File: config.mk
export PLATFORM = sky130hd
export DESIGN_NAME = uart_tx_serializer
export DESIGN_NICKNAME = d
export VERILOG_FILES = /design/src/rtl/uart_tx_serializer.sv
export SDC_FILE = /design/constraint.sdc
export NUM_CORES = 1
export LEC_CHECK = 0
export CORE_MARGIN = 2
export CORE_UTILIZATION = 38
export DETAILED_ROUTE_END_ITERATION = 10
export DONT_BUFFER_PORTS = 1
export SYNTH_ARGS = -nofsm -noshare
export SYNTH_HDL_FRONTEND = slang
export SYNTH_SLANG_ARGS = --single-unit
File: constraint.sdc
create_clock -name clk -period 3.7 [get_ports clk]
set_clock_uncertainty 0.1 [all_clocks]
set_input_delay 0.37 -clock clk [delete_from_list [all_inputs] [get_ports clk]]
set_output_delay 0.37 -clock clk [all_outputs]
set_load 0.02 [all_outputs]
File: src/rtl/uart_tx_serializer.sv
// rtl/uart_tx_serializer.sv - UART transmit serializer with optional parity and 1/2 stop bits
module uart_tx_serializer #(
    parameter int DATA_BITS  = 8,
    parameter int PARITY_EN  = 0,
    parameter int PARITY_ODD = 0,
    parameter int STOP_BITS  = 1
) (
    input  logic                 clk,
    input  logic                 reset,
    input  logic                 clk_baud,
    input  logic                 tx_valid,
    input  logic [DATA_BITS-1:0] tx_data,
    output logic                 tx_ready,
    output logic                 serial_out,
    output logic                 busy,
    output logic                 done
);

    typedef enum logic [2:0] {
        S_IDLE,
        S_WAIT,
        S_START,
        S_DATA,
        S_PARITY,
        S_STOP
    } state_t;

    localparam logic [3:0] LAST_BIT  = 4'(DATA_BITS);
    localparam logic [1:0] LAST_STOP = 2'(STOP_BITS);
    localparam logic       ODD       = (PARITY_ODD != 0);

    state_t               state, state_nxt;
    logic [DATA_BITS-1:0] shreg, shreg_nxt;
    logic [3:0]           bit_cnt, bit_cnt_nxt;
    logic [1:0]           stop_cnt, stop_cnt_nxt;
    logic                 parity, parity_nxt;
    logic                 serial_nxt, ready_nxt, busy_nxt, done_nxt;

    always_comb begin
        state_nxt    = state;
        shreg_nxt    = shreg;
        bit_cnt_nxt  = bit_cnt;
        stop_cnt_nxt = stop_cnt;
        parity_nxt   = parity;
        serial_nxt   = serial_out;
        ready_nxt    = tx_ready;
        busy_nxt     = busy;
        done_nxt     = 1'b0;
        case (state)
            S_IDLE: begin
                // Parity is fixed at accept time so later tx_data changes cannot leak in.
                if (tx_valid && tx_ready) begin
                    shreg_nxt  = tx_data;
                    parity_nxt = (^tx_data) ^ ODD;
                    state_nxt  = S_WAIT;
                    ready_nxt  = 1'b0;
                    busy_nxt   = 1'b1;
                end
            end
            S_WAIT: begin
                if (clk_baud) begin
                    serial_nxt = 1'b0;
                    state_nxt  = S_START;
                end
            end
            S_START: begin
                if (clk_baud) begin
                    serial_nxt  = shreg[0];
                    shreg_nxt   = shreg >> 1;
                    bit_cnt_nxt = 4'd1;
                    state_nxt   = S_DATA;
                end
            end
            S_DATA: begin
                if (clk_baud) begin
                    if (bit_cnt < LAST_BIT) begin
                        serial_nxt  = shreg[0];
                        shreg_nxt   = shreg >> 1;
                        bit_cnt_nxt = bit_cnt + 4'd1;
                    end else if (PARITY_EN != 0) begin
                        serial_nxt = parity;
                        state_nxt  = S_PARITY;
                    end else begin
                        serial_nxt   = 1'b1;
                        stop_cnt_nxt = 2'd1;
                        state_nxt    = S_STOP;
                    end
                end
            end
            S_PARITY: begin
                if (clk_baud) begin
                    serial_nxt   = 1'b1;
                    stop_cnt_nxt = 2'd1;
                    state_nxt    = S_STOP;
                end
            end
            S_STOP: begin
                if (clk_baud) begin
                    if (stop_cnt == LAST_STOP) begin
                        state_nxt    = S_IDLE;
                        ready_nxt    = 1'b1;
                        busy_nxt     = 1'b0;
                        done_nxt     = 1'b1;
                        bit_cnt_nxt  = 4'd0;
                        stop_cnt_nxt = 2'd0;
                    end else begin
                        stop_cnt_nxt = stop_cnt + 2'd1;
                    end
                end
            end
            default: state_nxt = S_IDLE;
        endcase
    end

    always_ff @(posedge clk) begin
        if (!reset) begin
            state      <= S_IDLE;
            shreg      <= '0;
            bit_cnt    <= 4'd0;
            stop_cnt   <= 2'd0;
            parity     <= 1'b0;
            serial_out <= 1'b1;
            tx_ready   <= 1'b1;
            busy       <= 1'b0;
            done       <= 1'b0;
        end else begin
            state      <= state_nxt;
            shreg      <= shreg_nxt;
            bit_cnt    <= bit_cnt_nxt;
            stop_cnt   <= stop_cnt_nxt;
            parity     <= parity_nxt;
            serial_out <= serial_nxt;
            tx_ready   <= ready_nxt;
            busy       <= busy_nxt;
            done       <= done_nxt;
        end
    end

endmodule
* Word-level counts from Yosys, hierarchy flattened
Cells that the tools add are included.
** Storage, ports and cells
- Input port bits :: 12
- Latch bits :: 0
- Memory bits (writable) :: 0
- Logic and storage cells :: 81
- Memories kept :: 0
- Flip-flop bits (word level) :: 21
- Memory bits (read-only) :: 0
- Output and inout port bits :: 4
** Cells by class
- Div/mod/pow operators :: 0
- Multiplexer cells :: 41
- Reduce and logical (&&, ||, !) cells :: 14
- Add/sub/neg operators :: 2
- Equal/unequal tests :: 15
- Shift-type cells :: 0
- Order comparisons :: 1
- Bitwise operators :: 0
- $mul :: 0
** Operators with widths (number)
- 2-to-1 mux 8 bit :: 4
- 2-to-1 mux 3 bit :: 8
- case mux 8 bit (3 select lines) :: 1
- 2-to-1 mux 4 bit :: 5
- inequality test 2 bit (second input constant) :: 9
- case mux 3 bit (6 select lines) :: 1
- AND reduction 5 bit :: 3
- 2-to-1 mux 1 bit :: 12
- case mux 4 bit (3 select lines) :: 1
- 2-to-1 mux 2 bit :: 5
- nonzero test 3 bit :: 3
- AND reduction 8 bit :: 1
- == test 3 x 2 -> 1 bit (second input constant) :: 2
- == test 3 bit (second input constant) :: 2
- case mux 2 bit (3 select lines) :: 1
- AND reduction 6 bit :: 1
- adder 4 x 1 -> 4 bit (second input constant) :: 1
- less-than comparator 4 bit (second input constant) :: 1
- case mux 1 bit (2 select lines) :: 2
- case mux 1 bit (4 select lines) :: 1
- AND reduction 4 bit :: 1
- nonzero test 4 bit :: 1
- == test 3 x 1 -> 1 bit (second input constant) :: 1
- zero test 3 bit :: 1
- other kinds (5) :: 5

* Logic depth before layout (Yosys ltp)
Gate-level depths: netlist of the first run.
- Depth in word-level cells :: 4
- Depth in mapped cells :: 6
- Gate-level depth less buffers :: 5

* Worst setup path before layout of the first run
No wires, ideal clock.
- Path type :: reg2reg
- From :: reg tx_ready
- To :: reg shreg[5]
- Slack :: 2.286 ns
- Clock period less this slack :: 1.414 ns
- Data arrival time :: 1.235 ns
- Path buffers :: 1
- Cell stages (with the launch flop) :: 6
- Setup time :: 0.079 ns
- Data required time :: 3.521 ns
- Path through :: dfxtp_1 nand4bb_1 a31oi_4 buf_6 nor2_1 a211oi_2
** Between the ends
- Cells in the longest elaborated chain, start to end :: 3
** RTL lines
- start, declared :: RTL line 13 : output logic tx_ready,
- start signal, assigned :: RTL line 133 : tx_ready <= ready_nxt;
- logical AND 1 bit :: RTL line 52 : if (tx_valid && tx_ready) begin
- inequality test 2 bit (no source line)
- AND reduction 5 bit (no source line)
- end signal, assigned :: RTL line 128 : shreg <= shreg_nxt;
- end, declared :: RTL line 33 : logic [DATA_BITS-1:0] shreg, shreg_nxt;
Every way passes these cells.
A chain may end at the register's enable or synchronous reset.

* Worst setup path in the final report of the first run
- From :: reg state[1]
- To :: reg bit_cnt[1]
** Between the ends
- Cells in the longest elaborated chain, start to end :: 3
- Elaborated cells between the ends (all ways) :: 11
- Classes of those cells :: eq/ne (8); mux (1); reduce/logical (2)
** RTL lines
- start, declared :: RTL line 32 : state_t state, state_nxt;
- start signal, assigned :: RTL line 127 : state <= state_nxt;
- == test 3 x 2 -> 1 bit / == test 3 bit (equally long branches) :: RTL line 49 : case (state)
- inequality test 2 bit (no source line) / nonzero test 3 bit (equally long branches)
- AND reduction 6 bit (no source line)
- end signal, assigned :: RTL line 129 : bit_cnt <= bit_cnt_nxt;
- end, declared :: RTL line 34 : logic [3:0] bit_cnt, bit_cnt_nxt;
Parallel ways exist; a longest one is shown, timed or not.

==> impl_metrics.csv, run 1 <==
group,metric,value,unit
synthesis,post_synth_mux_area_share,6.598,%
drt,drt-total-wl,2346,µm
synthesis,synthFlopType,"sky130_fd_sc_hd__dfxtp_1",
timing,finalCriticalPeriod,2.128,ns
cts,clock_latency_late_sink,0.30,ns
cells_and_area,design.final.nets,134,
synthesis,syn-instance-count,127,
critical_path,worstSetupStartpointType,"register",
cts,post_cts_setup_buffer_count,0,
die,fp-row-count,20,
drt,initialDrtViolationCount,36,
drt,routedWlPerCell,14.30,µm
grt,via_count_of_the_first_global_routing_pass,921,
cells_and_area,drive_above_1_share,10.83,%
timing,finalHoldViolations,0,
power_and_ir_drop,worst_ir_drop_vdd,0.2989,mV
die,floorplan.die.height,60.52,µm
grt,pin_count_of_the_biggest_net_entering_global_routing,22,
synthesis,syn-mean-instance-area,9.556,µm²
synthesis,biggest_area_contributors_in_the_synthesized_netlist,"sky130_fd_sc_hd__dfxtp_1 35%, sky130_fd_sc_hd__mux2i_1 6.6%, sky130_fd_sc_hd__a21oi_1 3.7%, sky130_fd_sc_hd__buf_6 3.7%, sky130_fd_sc_hd__nand3b_4 3.3%",
grt,antenna_violations_before_repair,0,
cts,cts_inserted_buffers,3,
synthesis,postSynthRegisterBits,21,
cts,tritoncts,"built",
timing,finalMaxSlewViolations,0,
power_and_ir_drop,pwr_density_cell,559.3,nW/µm²
timing,max_slew_margin,30.56,%
timing,worst-slew-pin-transition,1.040,ns
critical_path,worstPathRequired,3.83,ns
timing,setup_tns,0,ns
synthesis,synthXorXnorAreaFrac,0,%
synthesis,mappedNetlistNets,140,
synthesis,yosys.area.top_type,"sky130_fd_sc_hd__dfxtp_1",
die,chipWidth,60.52,µm
synthesis,yosys.cell_types.count,48,
synthesis,synth_top_family_by_area,"compound AO/OA/AOI/OAI gates",
die,ioPinCount,16,
place,port-buffer-count,0,
cts,clk_pin_slew_worst_setup_hold_paths,0.11,ns
synthesis,synth_async_sr_flop_share,0,%
synthesis,yosysWarningCount,0,
grt,grt-ovfl-total,0,
cts,hold_buffers,0,
timing,setup_ws,1.572,ns
synthesis,number_of_flops_mapped_to_enable_cells_by_yosys,0,
outcome,outcome,"completed",
drt,vias_per_cell,5.585,
place,pre_cts_ws,1.593,ns
timing,period_share,57.53,%
synthesis,yosysMostFrequentCell,"sky130_fd_sc_hd__dfxtp_1",
place,finalWeightedCongestion,0.8186,
critical_path,crit_type,"reg -> reg",
die,floorplan.initialDensity,39.75,%
synthesis,synth_top_area_share,34.64,%
drt,drt.antenna.violating_nets,0,
timing,setup_viol,0,
cts,cts-root-to-sink-buffers,2,
cells_and_area,antenna_diode_instance_count,0,
timing,clock.fmax,0.4698,GHz
synthesis,area_fraction_in_and_or_nand_and_nor_cells_after_synthesis,22.06,%
synthesis,synth_adder_area_share,1.031,%
critical_path,ff2ff_setup_slack,1.57,ns
timing,rsz0062_at_grt,"no",
synthesis,synth-compound-area-share,27.84,%
cts,cts_root_buffer,"sky130_fd_sc_hd__clkbuf_4",
hold_path,hold_path_class,"in -> reg",
cells_and_area,final_design_area_no_fill,1215,µm²
place,hpwl,1582,µm
drt,vias,916,
cts,post_cts_resize_count,0,
grt,total_track_usage,15.08,%
drt,drc,0,
cts,cts-htree-levels,1,
synthesis,mappedNetlistArea,1214,µm²
critical_path,worst_ep_arrival_time,2.26,ns
place,placement.cell_area,1189,µm²
cts,clock-sinks,21,
critical_path,critical_path.max_fanout,21,
critical_path,cp-end-kind,"register",
synthesis,synth_commonest_cells,"21 x sky130_fd_sc_hd__dfxtp_1, 9 x sky130_fd_sc_hd__a21oi_1, 9 x sky130_fd_sc_hd__nand2_1, 9 x sky130_fd_sc_hd__nor2_1, 8 x sky130_fd_sc_hd__mux2i_1",
grt,wire_length_of_the_first_global_routing_pass,4160,µm
power_and_ir_drop,leakagePower,0.4480,nW
synthesis,ys_seq_area_share,34.64,%
die,design.die.area,3662,µm²
cells_and_area,areaGrowthSynthToFinish,0.1035,%
die,placeableCoreArea,3053,µm²
run,maxCapViolations,0,
drt,first_pass_iters,4,
## per-layer routing
layer  GRT usage, %  wire length, µm  vias to the layer above
li1               -                -                      461
met1          20.71             1133                      430
met2          23.14             1057                       23
met3          2.772              134                        2
met4          6.832               21                        0
met5              0                0                        -
## layout make-up
cell class                      count  area [µm²]
Multi-Input combinational cell     91       698.2
Sequential cell                    21       420.4
Inverter                            4       15.01
Clock buffer                        4       26.28
Fill cell                         326        1838
Tap cell                           44       55.05
## cell families (layout without fill, tap and decap cells)
| logic type | after synthesis | in the layout |
|---|---|---|
| AOI/OAI and AO/OA | 41 | 41 |
| adders and majority gates | 1 | 1 |
| buffers and inverters | 15 | 8 |
| DFF | 21 | 21 |
| muxes | 8 | 8 |
| and+or+nand+nor | 41 | 41 |
## path summary, 6_finish.rpt
kind | start | end | cells past startpoint
setup / recovery | state[1] | bit_cnt[1] | 4
hold / removal | reset | tx_ready | 1
setup reg to reg | state[1] | bit_cnt[1] | 4
hold reg to reg | stop_cnt[1] | stop_cnt[1] | 2
## cells in the final DEF, fill, tap and decap left out, types with 2 or more instances in the layout
| master | n |
|---|---|
| sky130_fd_sc_hd__a211oi_2 | 2 |
| sky130_fd_sc_hd__nor2_1 | 9 |
| sky130_fd_sc_hd__dfxtp_1 | 21 |
| sky130_fd_sc_hd__a211oi_1 | 5 |
| sky130_fd_sc_hd__and4_1 | 2 |
| sky130_fd_sc_hd__nand3b_4 | 2 |
| sky130_fd_sc_hd__o21ai_0 | 5 |
| sky130_fd_sc_hd__o22ai_1 | 2 |
| sky130_fd_sc_hd__nor4_1 | 2 |
| sky130_fd_sc_hd__and2b_1 | 2 |
| sky130_fd_sc_hd__nand3b_1 | 2 |
| sky130_fd_sc_hd__and3_1 | 2 |
| sky130_fd_sc_hd__mux2i_1 | 8 |
| sky130_fd_sc_hd__a41o_1 | 2 |
| sky130_fd_sc_hd__nand2_1 | 9 |
| sky130_fd_sc_hd__a21oi_1 | 9 |
| sky130_fd_sc_hd__inv_1 | 4 |
| sky130_fd_sc_hd__clkbuf_4 | 3 |
| sky130_fd_sc_hd__nand2b_1 | 2 |
## registers in the layout (all words and copies together), names as in the netlist
register	flops
bit_cnt	4
busy	1
done	1
serial_out	1
shreg	8
state	3
stop_cnt	2
tx_ready	1
## worst max-delay path, cell delays in order, from the launching register on
cell                      delay [ns]
sky130_fd_sc_hd__dfxtp_1        1.02
sky130_fd_sc_hd__and2b_1        0.32
sky130_fd_sc_hd__a31o_2         0.27
sky130_fd_sc_hd__and3_1         0.19
sky130_fd_sc_hd__o22ai_1        0.16
## where the power goes
| part | internal, mW | total (mW) | switching, mW |
|---|---|---|---|
| sequential | 0.274 | 0.359 | 0.0846 |
| combinational | 0.106 | 0.213 | 0.107 |
| clock | 0.0420 | 0.107 | 0.0654 |
| total | 0.423 | 0.680 | 0.257 |
## per-stage QoR
stage               util [%]  instances  hold slack, ns  total power [mW]
CTS                    39.80        164         0.01900            0.6867
finish                 39.80        164         0.03603            0.6795
global placement       38.93        160          0.3180            0.5674
detailed placement     38.93        160          0.3294            0.5786
global route           39.80        164         0.01833            0.7331
floorplan                  -        127          0.3078            0.5666
Note: power is estimated with default switching activity, not from simulation.
==> run 2: changes to the inputs <==
- ABC_AREA: default -> 1
- clock period: 3.7 -> 1.8 ns (I/O delays scaled with it)
==> impl_metrics.csv, run 2 <==
group,metric,value,unit
outcome,outcome,"completed",
critical_path,worstRegToRegCells,7,
cells_and_area,antenna_diode_instance_count,0,
critical_path,critical_path.max_fanout,17,
place,port-buffer-count,0,
critical_path,worstSetupStartpointType,"primary input",
die,placeableCoreArea,3284,µm²
critical_path,timing.critical_path.cells,"dlygate4sd3_1 -> inv_1 -> nor4_1",
cts,tritoncts,"built",
cts,cts-htree-levels,1,
timing,rsz0062_at_grt,"no",
cells_and_area,largest_register_ff_count,8,
grt,total_track_usage,14.90,%
synthesis,synth_async_sr_flop_share,0,%
grt,grt_util_met2,23.91,%
place,finalWeightedCongestion,0.8207,
cells_and_area,areaGrowthSynthToFinish,6.679,%
drt,drc,0,
timing,holdWs,0.008729,ns
drt,routedWlPerCell,10.38,µm
critical_path,ff2ff_setup_slack,0.21,ns
grt,grt_use_met3,4.969,%
power_and_ir_drop,netSwitchingPower,1.124,mW
power_and_ir_drop,power.clock.fraction,10.5,%
synthesis,ys_seq_area_share,33.01,%
power_and_ir_drop,power.share.sequential,34.5,%
synthesis,yosys.area.top_type,"sky130_fd_sc_hd__dfxtp_1",
cells_and_area,layout.cells.most_common,"sky130_fd_sc_hd__nand2_1",
synthesis,postSynthRegisterBits,21,
die,chipWidth,61.90,µm
drt,vias_per_cell,4.613,
drt,initialDrtViolationCount,32,
power_and_ir_drop,worst_ir_drop_vdd,0.7843,mV
synthesis,syn-mean-instance-area,6.669,µm²
synthesis,biggest_area_contributors_in_the_synthesized_netlist,"sky130_fd_sc_hd__dfxtp_1 33%, sky130_fd_sc_hd__nand2_1 16%, sky130_fd_sc_hd__nor2_1 6.5%, sky130_fd_sc_hd__nand3_1 6.3%, sky130_fd_sc_hd__inv_1 5.6%",
timing,finalHoldViolations,0,
run,maxCapViolations,0,
synthesis,synthFlopType,"sky130_fd_sc_hd__dfxtp_1",
drt,drt.antenna.violating_nets,0,
timing,clock.fmax,0.6122,GHz
place,hpwl,1799,µm
drt,vias,1107,
timing,setup_tns,0,ns
synthesis,number_of_flops_mapped_to_enable_cells_by_yosys,0,
critical_path,cpPeakStageDelay,0.97,ns
timing,worst-slew-pin-transition,0.6768,ns
power_and_ir_drop,power.share.switching,49.62,%
synthesis,mappedNetlistArea,1274,µm²
critical_path,worstPathRequired,1.93,ns
cts,clock_latency_late_sink,0.31,ns
critical_path,critical_path.endpoint,"done",
drt,drt-total-wl,2490,µm
critical_path,timing.critical_path.max_delay_family,"buffers and inverters",
synthesis,mappedNetlistNets,204,
cells_and_area,layout_top_registers,"shreg x8, bit_cnt x4, state x3",
place,placement.cell_area,1291,µm²
grt,grt-ovfl-total,0,
cells_and_area,final_design_area_no_fill,1359,µm²
critical_path,cp_num_cells,3,
power_and_ir_drop,pwr_density_cell,1666,nW/µm²
cells_and_area,layout_common_cells,"54 x sky130_fd_sc_hd__nand2_1, 22 x sky130_fd_sc_hd__nor2_1, 21 x sky130_fd_sc_hd__dfxtp_1, 19 x sky130_fd_sc_hd__inv_1, 16 x sky130_fd_sc_hd__nand3_1",
cts,clock-sinks,21,
power_and_ir_drop,intPower,1.141,mW
die,floorplan.initialDensity,38.78,%
critical_path,cp-end-kind,"register",
cells_and_area,registers.top_by_ff_count,"shreg",
critical_path,crit_type,"in -> reg",
cts,cts_root_buffer,"sky130_fd_sc_hd__clkbuf_4",
synthesis,synth_commonest_cells,"54 x sky130_fd_sc_hd__nand2_1, 22 x sky130_fd_sc_hd__nor2_1, 21 x sky130_fd_sc_hd__dfxtp_1",
critical_path,cp_slowest_cell,"sky130_fd_sc_hd__dlygate4sd3_1",
timing,period_share,90.75,%
grt,groute.layer.met1.usage,20.10,%
grt,antenna_violations_before_repair,0,
cts,clk_pin_slew_worst_setup_hold_paths,0.13,ns
die,fp-row-count,21,
critical_path,worst_ep_arrival_time,1.76,ns
cells_and_area,final_util,41.37,%
cells_and_area,design.final.nets,208,
die,design.die.area,3831,µm²
timing,finalCriticalPeriod,1.633,ns
critical_path,worstReg2RegEnd,"state[2]",
cells_and_area,post_layout_nonfiller_instances,240,
timing,max_slew_margin,54.73,%
grt,via_count_of_the_first_global_routing_pass,970,
cts,cts_inserted_buffers,3,
synthesis,yosysWarningCount,0,
die,ioPinCount,16,
drt,first_pass_iters,4,
cts,cts-root-to-sink-buffers,2,
cts,post_cts_resize_count,0,
synthesis,synth_top_area_share,33.01,%
critical_path,crit_start,"reset",
grt,grt-busiest-layer,"met2",
power_and_ir_drop,leakagePower,0.6366,nW
critical_path,cp_num_buf_inv,2,
synthesis,yosys.cell_types.count,28,
grt,wire_length_of_the_first_global_routing_pass,4271,µm
die,floorplan.die.height,61.90,µm
power_and_ir_drop,combPwrFrac,55.0,%
grt,pin_count_of_the_biggest_net_entering_global_routing,18,
place,dp_cells,232,
synthesis,yosysMostFrequentCell,"sky130_fd_sc_hd__nand2_1",
cells_and_area,drive_above_1_share,16.49,%
hold_path,hold_path_class,"in -> reg",
timing,setup_viol,0,
synthesis,syn-instance-count,191,
timing,finalMaxSlewViolations,0,
critical_path,critical_r2r_launch,"state[1]",
## run 2: cell types whose count changed after synthesis, sizes merged, moves of 7 or more
| cell | change |
|---|---|
| a211oi | -7 |
| inv | +19 |
| nor2 | +24 |
| mux2i | -8 |
| nand2 | +52 |
| nand3 | +18 |
## run 2: cell families (layout without fill, tap and decap cells)
kind of cell	after synthesis	count (layout)	share of synthesized area (%)
buf+inv	30	33	11.00
flops	21	21	33.01
xor+xnor	1	1	0.6877
fa+ha+maj	1	1	0.9822
simple gates	117	117	44.50
compound gates	21	21	9.824
## run 2: worst min path at each step
stage / from / end / slack (ns) / cells after the start
floorplan: clk_baud / serial_out / 0.22 / 2
global placement: reset / tx_ready / 0.17 / 1
detailed placement: reset / tx_ready / 0.17 / 1
CTS: clk_baud / stop_cnt[0] / 0.001 / 3
global route: clk_baud / stop_cnt[0] / 0.02 / 3
finish: clk_baud / stop_cnt[0] / 0.009 / 3
## run 2: timing repair
action	in CTS	in global routing
buffers inserted	0	0
hold buffers	4	0
hold endpoints to repair	18	0
endpoints found under the setup margin	0	0
## run 2: routing by layer
metal,wire [µm],share of wire [%]
met1,1257,50
met2,1095,44
met3,131,5.3
met4,6,0.24
met5,0,0
## run 2: cell type report
class | instances | area, µm²
Multi-Input combinational cell | 140 | 713.2
Timing Repair Buffer | 5 | 47.55
Clock buffer | 3 | 22.52
Clock inverter | 1 | 5.005
Inverter | 24 | 92.59
Tap cell | 46 | 57.56
Fill cell | 371 | 1926
Sequential cell | 21 | 420.4
## run 2: metrics by stage
step,power [mW],setup WS (ns)
floorplan,1.906,0.4233
global placement,2.035,0.2312
detailed placement,2.023,0.2535
CTS,2.284,0.1664
global route,2.521,0.02491
finish,2.264,0.1665
## run 2: power by group through the flow
stage	registers [mW]	logic, mW	clock network [mW]
finish	0.780	1.25	0.238
global route	0.796	1.45	0.273
CTS	0.779	1.25	0.252
detailed placement	0.790	1.23	0
global placement	0.787	1.25	0
floorplan	0.739	1.17	0
## run 2: worst reg2reg max path, stage by stage, from the launching register on
cell	delay [ns]
sky130_fd_sc_hd__dfxtp_1	0.51
sky130_fd_sc_hd__inv_2	0.15
sky130_fd_sc_hd__nor2_8	0.15
sky130_fd_sc_hd__inv_4	0.11
sky130_fd_sc_hd__nand2_1	0.09
sky130_fd_sc_hd__nand2_1	0.15
sky130_fd_sc_hd__a21oi_1	0.18
sky130_fd_sc_hd__nor2_1	0.06
